`src/rtl/simmem_pkg.sv`:
```
// Shared types and defaults for the simulated-memory response path.
// Used by the release scheduler and the linked-list response bank.
package simmem_pkg;

  localparam int unsigned DefIdWidth     = 8;
  localparam int unsigned DefNumSlots    = 16;
  localparam int unsigned DefDelayCycles = 10;
  localparam int unsigned NumIds         = 2 ** DefIdWidth;

  typedef logic [DefIdWidth-1:0] id_t;
  typedef logic [NumIds-1:0]     release_t;

  function automatic int unsigned max1(input int unsigned w);
    return (w < 1) ? 1 : w;
  endfunction

endpackage

```
`src/rtl/simmem_slot_alloc.sv`:
```
// Lowest-index free slot finder for the release scheduler.
// Produces a one-hot, its binary index and an any-free flag.
module simmem_slot_alloc
  import simmem_pkg::*;
#(
  parameter int unsigned NumSlots = DefNumSlots,
  parameter int unsigned IdxW     = max1($clog2(NumSlots))
) (
  input  logic [NumSlots-1:0] valid_i,
  output logic [NumSlots-1:0] free_oh_o,
  output logic [IdxW-1:0]     free_idx_o,
  output logic                any_free_o
);

  // scan from the top so the lowest free slot wins
  always_comb begin
    free_oh_o  = '0;
    free_idx_o = '0;
    for (int i = NumSlots - 1; i >= 0; i--) begin
      if (!valid_i[i]) begin
        free_oh_o    = '0;
        free_oh_o[i] = 1'b1;
        free_idx_o   = IdxW'(i);
      end
    end
    any_free_o = ~&valid_i;
  end

endmodule

```
`src/rtl/simmem_release_scheduler.sv`:
```
// Per-ID release scheduler: delays each request ID by a fixed
// latency, then holds release_en_o[id] while credits remain.
module simmem_release_scheduler
  import simmem_pkg::*;
#(
  parameter int unsigned IDWidth     = DefIdWidth,
  parameter int unsigned NumSlots    = DefNumSlots,
  parameter int unsigned DelayCycles = DefDelayCycles
) (
  input  logic                  clk_i,
  input  logic                  rst_ni,
  input  logic                  req_valid_i,
  output logic                  req_ready_o,
  input  logic [IDWidth-1:0]    req_id_i,
  input  logic                  rsp_valid_i,
  input  logic [IDWidth-1:0]    rsp_id_i,
  output logic [2**IDWidth-1:0] release_en_o
);

  localparam int unsigned NIds = 2 ** IDWidth;
  localparam int unsigned CntW = max1($clog2(DelayCycles));
  localparam int unsigned OutW = $clog2(NumSlots + 1);
  localparam int unsigned IdxW = max1($clog2(NumSlots));
  localparam logic [CntW-1:0] CntLoad = CntW'(DelayCycles - 1);
  localparam logic [OutW-1:0] OutMax  = OutW'(NumSlots);

  logic [OutW-1:0]                  r_outstanding;
  logic                             w_accept;
  logic                             w_rsp_ok;
  logic [NumSlots-1:0]              w_slot_valid;
  logic [NumSlots-1:0]              w_mat;
  logic [NumSlots-1:0][IDWidth-1:0] w_slot_id;
  logic [NumSlots-1:0]              w_free_oh;
  logic [IdxW-1:0]                  w_free_idx;
  logic                             w_any_free;
  logic                             w_mat_any;
  logic [IDWidth-1:0]               w_mat_id;
  logic [NIds-1:0]                  w_nz;

  assign w_accept     = req_valid_i && req_ready_o;
  assign w_rsp_ok     = rsp_valid_i && w_nz[rsp_id_i];
  assign req_ready_o  = (r_outstanding < OutMax);
  assign release_en_o = w_nz;

  simmem_slot_alloc #(
    .NumSlots(NumSlots),
    .IdxW    (IdxW)
  ) u_alloc (
    .valid_i   (w_slot_valid),
    .free_oh_o (w_free_oh),
    .free_idx_o(w_free_idx),
    .any_free_o(w_any_free)
  );

  for (genvar s = 0; s < NumSlots; s++) begin : g_slot
    logic               r_valid;
    logic [IDWidth-1:0] r_id;
    logic [CntW-1:0]    r_cnt;
    logic               w_load;

    assign w_load = w_accept && w_any_free &&
                    (w_free_idx == IdxW'(s));

    // load on allocate, else count down and free once matured
    always_ff @(posedge clk_i or negedge rst_ni) begin
      if (!rst_ni) begin
        r_valid <= 1'b0;
        r_id    <= '0;
        r_cnt   <= '0;
      end else if (w_load) begin
        r_valid <= 1'b1;
        r_id    <= req_id_i;
        r_cnt   <= CntLoad;
      end else if (r_valid) begin
        if (r_cnt == '0) r_valid <= 1'b0;
        else             r_cnt   <= r_cnt - 1'b1;
      end
    end

    assign w_slot_valid[s] = r_valid;
    assign w_mat[s]        = r_valid && (r_cnt == '0);
    assign w_slot_id[s]    = r_id;
  end

  // at most one slot matures per cycle, so an OR-mux suffices
  always_comb begin
    w_mat_id = '0;
    for (int s = 0; s < NumSlots; s++) begin
      if (w_mat[s]) w_mat_id = w_mat_id | w_slot_id[s];
    end
  end

  assign w_mat_any = |w_mat;

  for (genvar i = 0; i < NIds; i++) begin : g_cred
    logic [OutW-1:0] r_credit;
    logic            w_inc;
    logic            w_dec;

    assign w_inc = w_mat_any && (w_mat_id == IDWidth'(i));
    assign w_dec = w_rsp_ok && (rsp_id_i == IDWidth'(i));

    // matured-but-unconsumed responses for this ID
    always_ff @(posedge clk_i or negedge rst_ni) begin
      if (!rst_ni)             r_credit <= '0;
      else if (w_inc && !w_dec) r_credit <= r_credit + 1'b1;
      else if (!w_inc && w_dec) r_credit <= r_credit - 1'b1;
    end

    assign w_nz[i] = (r_credit != '0);
  end

  // slots in flight plus credits not yet consumed
  always_ff @(posedge clk_i or negedge rst_ni) begin
    if (!rst_ni)                   r_outstanding <= '0;
    else if (w_accept && !w_rsp_ok) r_outstanding <= r_outstanding + 1'b1;
    else if (!w_accept && w_rsp_ok) r_outstanding <= r_outstanding - 1'b1;
  end

  // protocol and structural invariants
  always_ff @(posedge clk_i) begin
    if (rst_ni) begin
      assert ($onehot0(w_mat))
        else $error("simmem: more than one slot matured");
      if (w_accept) begin
        assert (w_any_free &&
                w_free_oh == (NumSlots'(1) << w_free_idx))
          else $error("simmem: accept without a free slot");
      end
      if (rsp_valid_i) begin
        assert (w_nz[rsp_id_i])
          else $warning("simmem: response on id without credit");
      end
    end
  end

endmodule

```
`config.mk`:
```
export PLATFORM = sky130hd
export DESIGN_NAME = simmem_release_scheduler
export DESIGN_NICKNAME = d
export VERILOG_FILES = /design/src/rtl/simmem_pkg.sv /design/src/rtl/simmem_slot_alloc.sv /design/src/rtl/simmem_release_scheduler.sv
export SDC_FILE = /design/constraint.sdc
export NUM_CORES = 2
export LEC_CHECK = 0
export CAP_MARGIN = 20
export CELL_PAD_IN_SITES_DETAIL_PLACEMENT = 0
export CELL_PAD_IN_SITES_GLOBAL_PLACEMENT = 1
export CORE_MARGIN = 5
export CORE_UTILIZATION = 54
export CTS_BUF_LIST = sky130_fd_sc_hd__clkbuf_4 sky130_fd_sc_hd__clkbuf_8 sky130_fd_sc_hd__clkbuf_16
export DETAILED_ROUTE_END_ITERATION = 7
export PLACE_DENSITY = 0.95
export SLEW_MARGIN = 20
export SYNTH_ARGS = -nofsm -noshare
export SYNTH_HDL_FRONTEND = slang
export SYNTH_HIERARCHICAL = 1
export SYNTH_SLANG_ARGS = --single-unit
export TNS_END_PERCENT = 20
```
`constraint.sdc`:
```
create_clock -name clk_i -period 10.1 [get_ports clk_i]
set_clock_uncertainty 0.15 [all_clocks]
set_input_delay 2.02 -clock clk_i [delete_from_list [all_inputs] [get_ports clk_i]]
set_output_delay 2.02 -clock clk_i [all_outputs]
set_load 0.02 [all_outputs]
```
==> impl_metrics.ini <==
[run_status]
run_status = finished clean

[final_layout]
nets = 11400
final_area_sq_um = 108000
area_growth_pct = 11.3
drive_gt1_frac = 0.0671

[routing]
ant_nets = 0
wl_per_cell_um = 22.3
first_pass_iters = 6
via_per_inst = 5.89
drc = 0
initialDrtViolationCount = 6228
via_count = 74300
wl_mm = 281

[sta]
finalHoldViolCount = 0
fin_crit_ns = 7.74
max_freq_mhz = 129
fin_setup_tns_ns = 0
slew_headroom = 0.186
setup_violations = 0
min_period_over_period = 0.767
maxSlewViolCount = 0
worstMarginPinSlew_ns = 1.22
rsz0062_at_grt = false

[worst_setup_path]
path_max_fanout = 32
timing.rr.start = g_slot[13].r_cnt[0]
worst_setup_path_start_kind = input port
reg2reg_depth = 18
cp-end-kind = flip-flop
critPathKind = input port to flip-flop
worstPathRequired_ns = 10.66
r2r-end = g_cred[76].r_credit[4]
crit_arrival_ns = 8.30
r2r_slack_ns = 4.08

[clocking]
cts.clk_slew.worst_paths_ns = 0.06
cts_sinks = 1493
clk_latency_ns = 0.83
cts.htree.levels = 4
hold_buffers = 0
cts_made_buffers = 166
clockBufferDepth = 3
cts_root_buf = clkbuf_16
cts_tree = yes
cts-resized-gates = 0
postCtsSetupBuffers = 0

[hold_path]
hold_depth = 1
hold_path_class = flip-flop to flip-flop
min_to = g_cred[134].r_credit[4]
hp-start = g_cred[134].r_credit[4]

[synthesis]
syn_inst = 9992
synth_warnings = 6
synth_nets = 11300
syn_avg_cell_area_sq_um = 9.72
syn_area_sq_um = 97100

[place]
hpwl_mm = 201
dpl_cell_area_sq_um = 102000
port_buffers = 276
place.gp.congestion = 0.941

[floorplan]
dieWidth_um = 434
die_h_um = 434
pin_count = 277
fp.dieArea_sq_um = 188000
core_sq_um = 179000
rows = 155
start_util = 0.544

[global_route]
grt_pass1_vias = 75800
gr-total-overflow = 0
grt_pass1_wl_mm = 435
grt.met3_usage = 0.0591
globalRouteTotalUtil = 0.299
grt_use_met2 = 0.463
busiest_layer = met2
antenna_found_initial = 16
grt_use_met1 = 0.374
grt_start_max_net_pins = 171

[pwr]
power_mw = 19.7
ir_drop_mv = 0.136
p_leak_nw = 53.2
power_density_nw_per_um2 = 182

[job]
drv_cap = 0
==> worst max-delay path: stages <==
cell	delay, ns
buf_2	0.59
inv_2	0.42
buf_4	0.44
mux4_2	0.42
o21ai_0	0.18
a311oi_1	0.84
and3b_1	0.74
and3_1	0.98
nand2_1	0.14
ha_1	0.28
inv_1	0.12
ha_1	0.27
a21o_1	0.19
a21oi_1	0.20
xnor2_1	0.17
nor2_1	0.07
xor2_1	0.15
==> registers in the layout (all words and copies together) (netlist names) <==
signal	count
g_cred.r_credit	1280
g_slot.r_id	128
g_slot.r_cnt	64
g_slot.r_valid	16
r_outstanding	5
==> placed cells by master, fill, tap and decap left out, types with 19 or more instances in the layout <==
cell type	count
a21o_1	514
a21oi_1	547
a22oi_1	40
and3_1	25
and3b_1	22
buf_4	88
bufinv_16	19
clkbuf_16	170
clkbuf_4	38
clkbuf_8	31
clkdlybuf4s50_1	271
clkinv_2	26
dfrtp_1	1493
fa_1	257
ha_1	1044
inv_1	539
mux2_2	220
mux2i_1	53
nand2_1	1290
nand2b_1	26
nand3_1	170
nand4_1	82
nor2_1	808
nor3_1	215
nor4_1	88
o21ai_0	558
o22ai_1	20
xnor2_1	724
xor2_1	605
==> power by group <==
part           internal, mW  switching (mW)  leakage, nW
Clock                  3.92            2.65         2.96
Combinational          2.45            3.45         30.0
Sequential             6.60           0.611         20.2
Total                  13.0            6.71         53.2
==> final cells by class <==
cell class | count | area [sq um]
fillers | 14400 | 70600
multi-input cells | 7533 | 56200
flip-flops and latches | 1493 | 37400
clock buffers | 239 | 4970
repair buffers | 372 | 3600
well taps | 2355 | 2950
inverters | 543 | 2040
clock inverters | 61 | 948
diodes | 10 | 25.0
==> stage by stage <==
stage                     setup slack (ns)  cells   util  hold slack (ns)
after detailed placement              1.72  12300  0.572            0.307
after floorplan                       4.44   9992      -            0.283
after global routing                  2.23  12600  0.605            0.323
final                                 2.36  12600  0.605            0.315
after global placement                1.86  12300  0.571            0.304
after CTS                             2.56  12600  0.605            0.319
==> routing by layer <==
layer	vias to the layer above	routed length, um	share of wire
met1	36700	109000	0.39
met4	2	25300	0.090
met5	-	12	0.000043
met2	2687	124000	0.44
li1	34000	-	-
met3	892	22900	0.081
==> worst max path at each step <==
stage                start                      end  slack, ns  cells after the start
4_1_cts        rsp_id_i[1]  g_cred[165].r_credit[4]       2.56                     17
6_report       rsp_id_i[1]  g_cred[165].r_credit[4]       2.36                     17
3_3_place_gp   rsp_id_i[5]  g_cred[168].r_credit[4]       1.86                     17
5_1_grt        rsp_id_i[5]  g_cred[168].r_credit[4]       2.23                     17
3_5_place_dp   rsp_id_i[1]  g_cred[168].r_credit[4]       1.72                     17
2_1_floorplan  rsp_id_i[5]  g_cred[162].r_credit[4]       4.44                     20
Note: power is estimated with default switching activity, not from simulation.
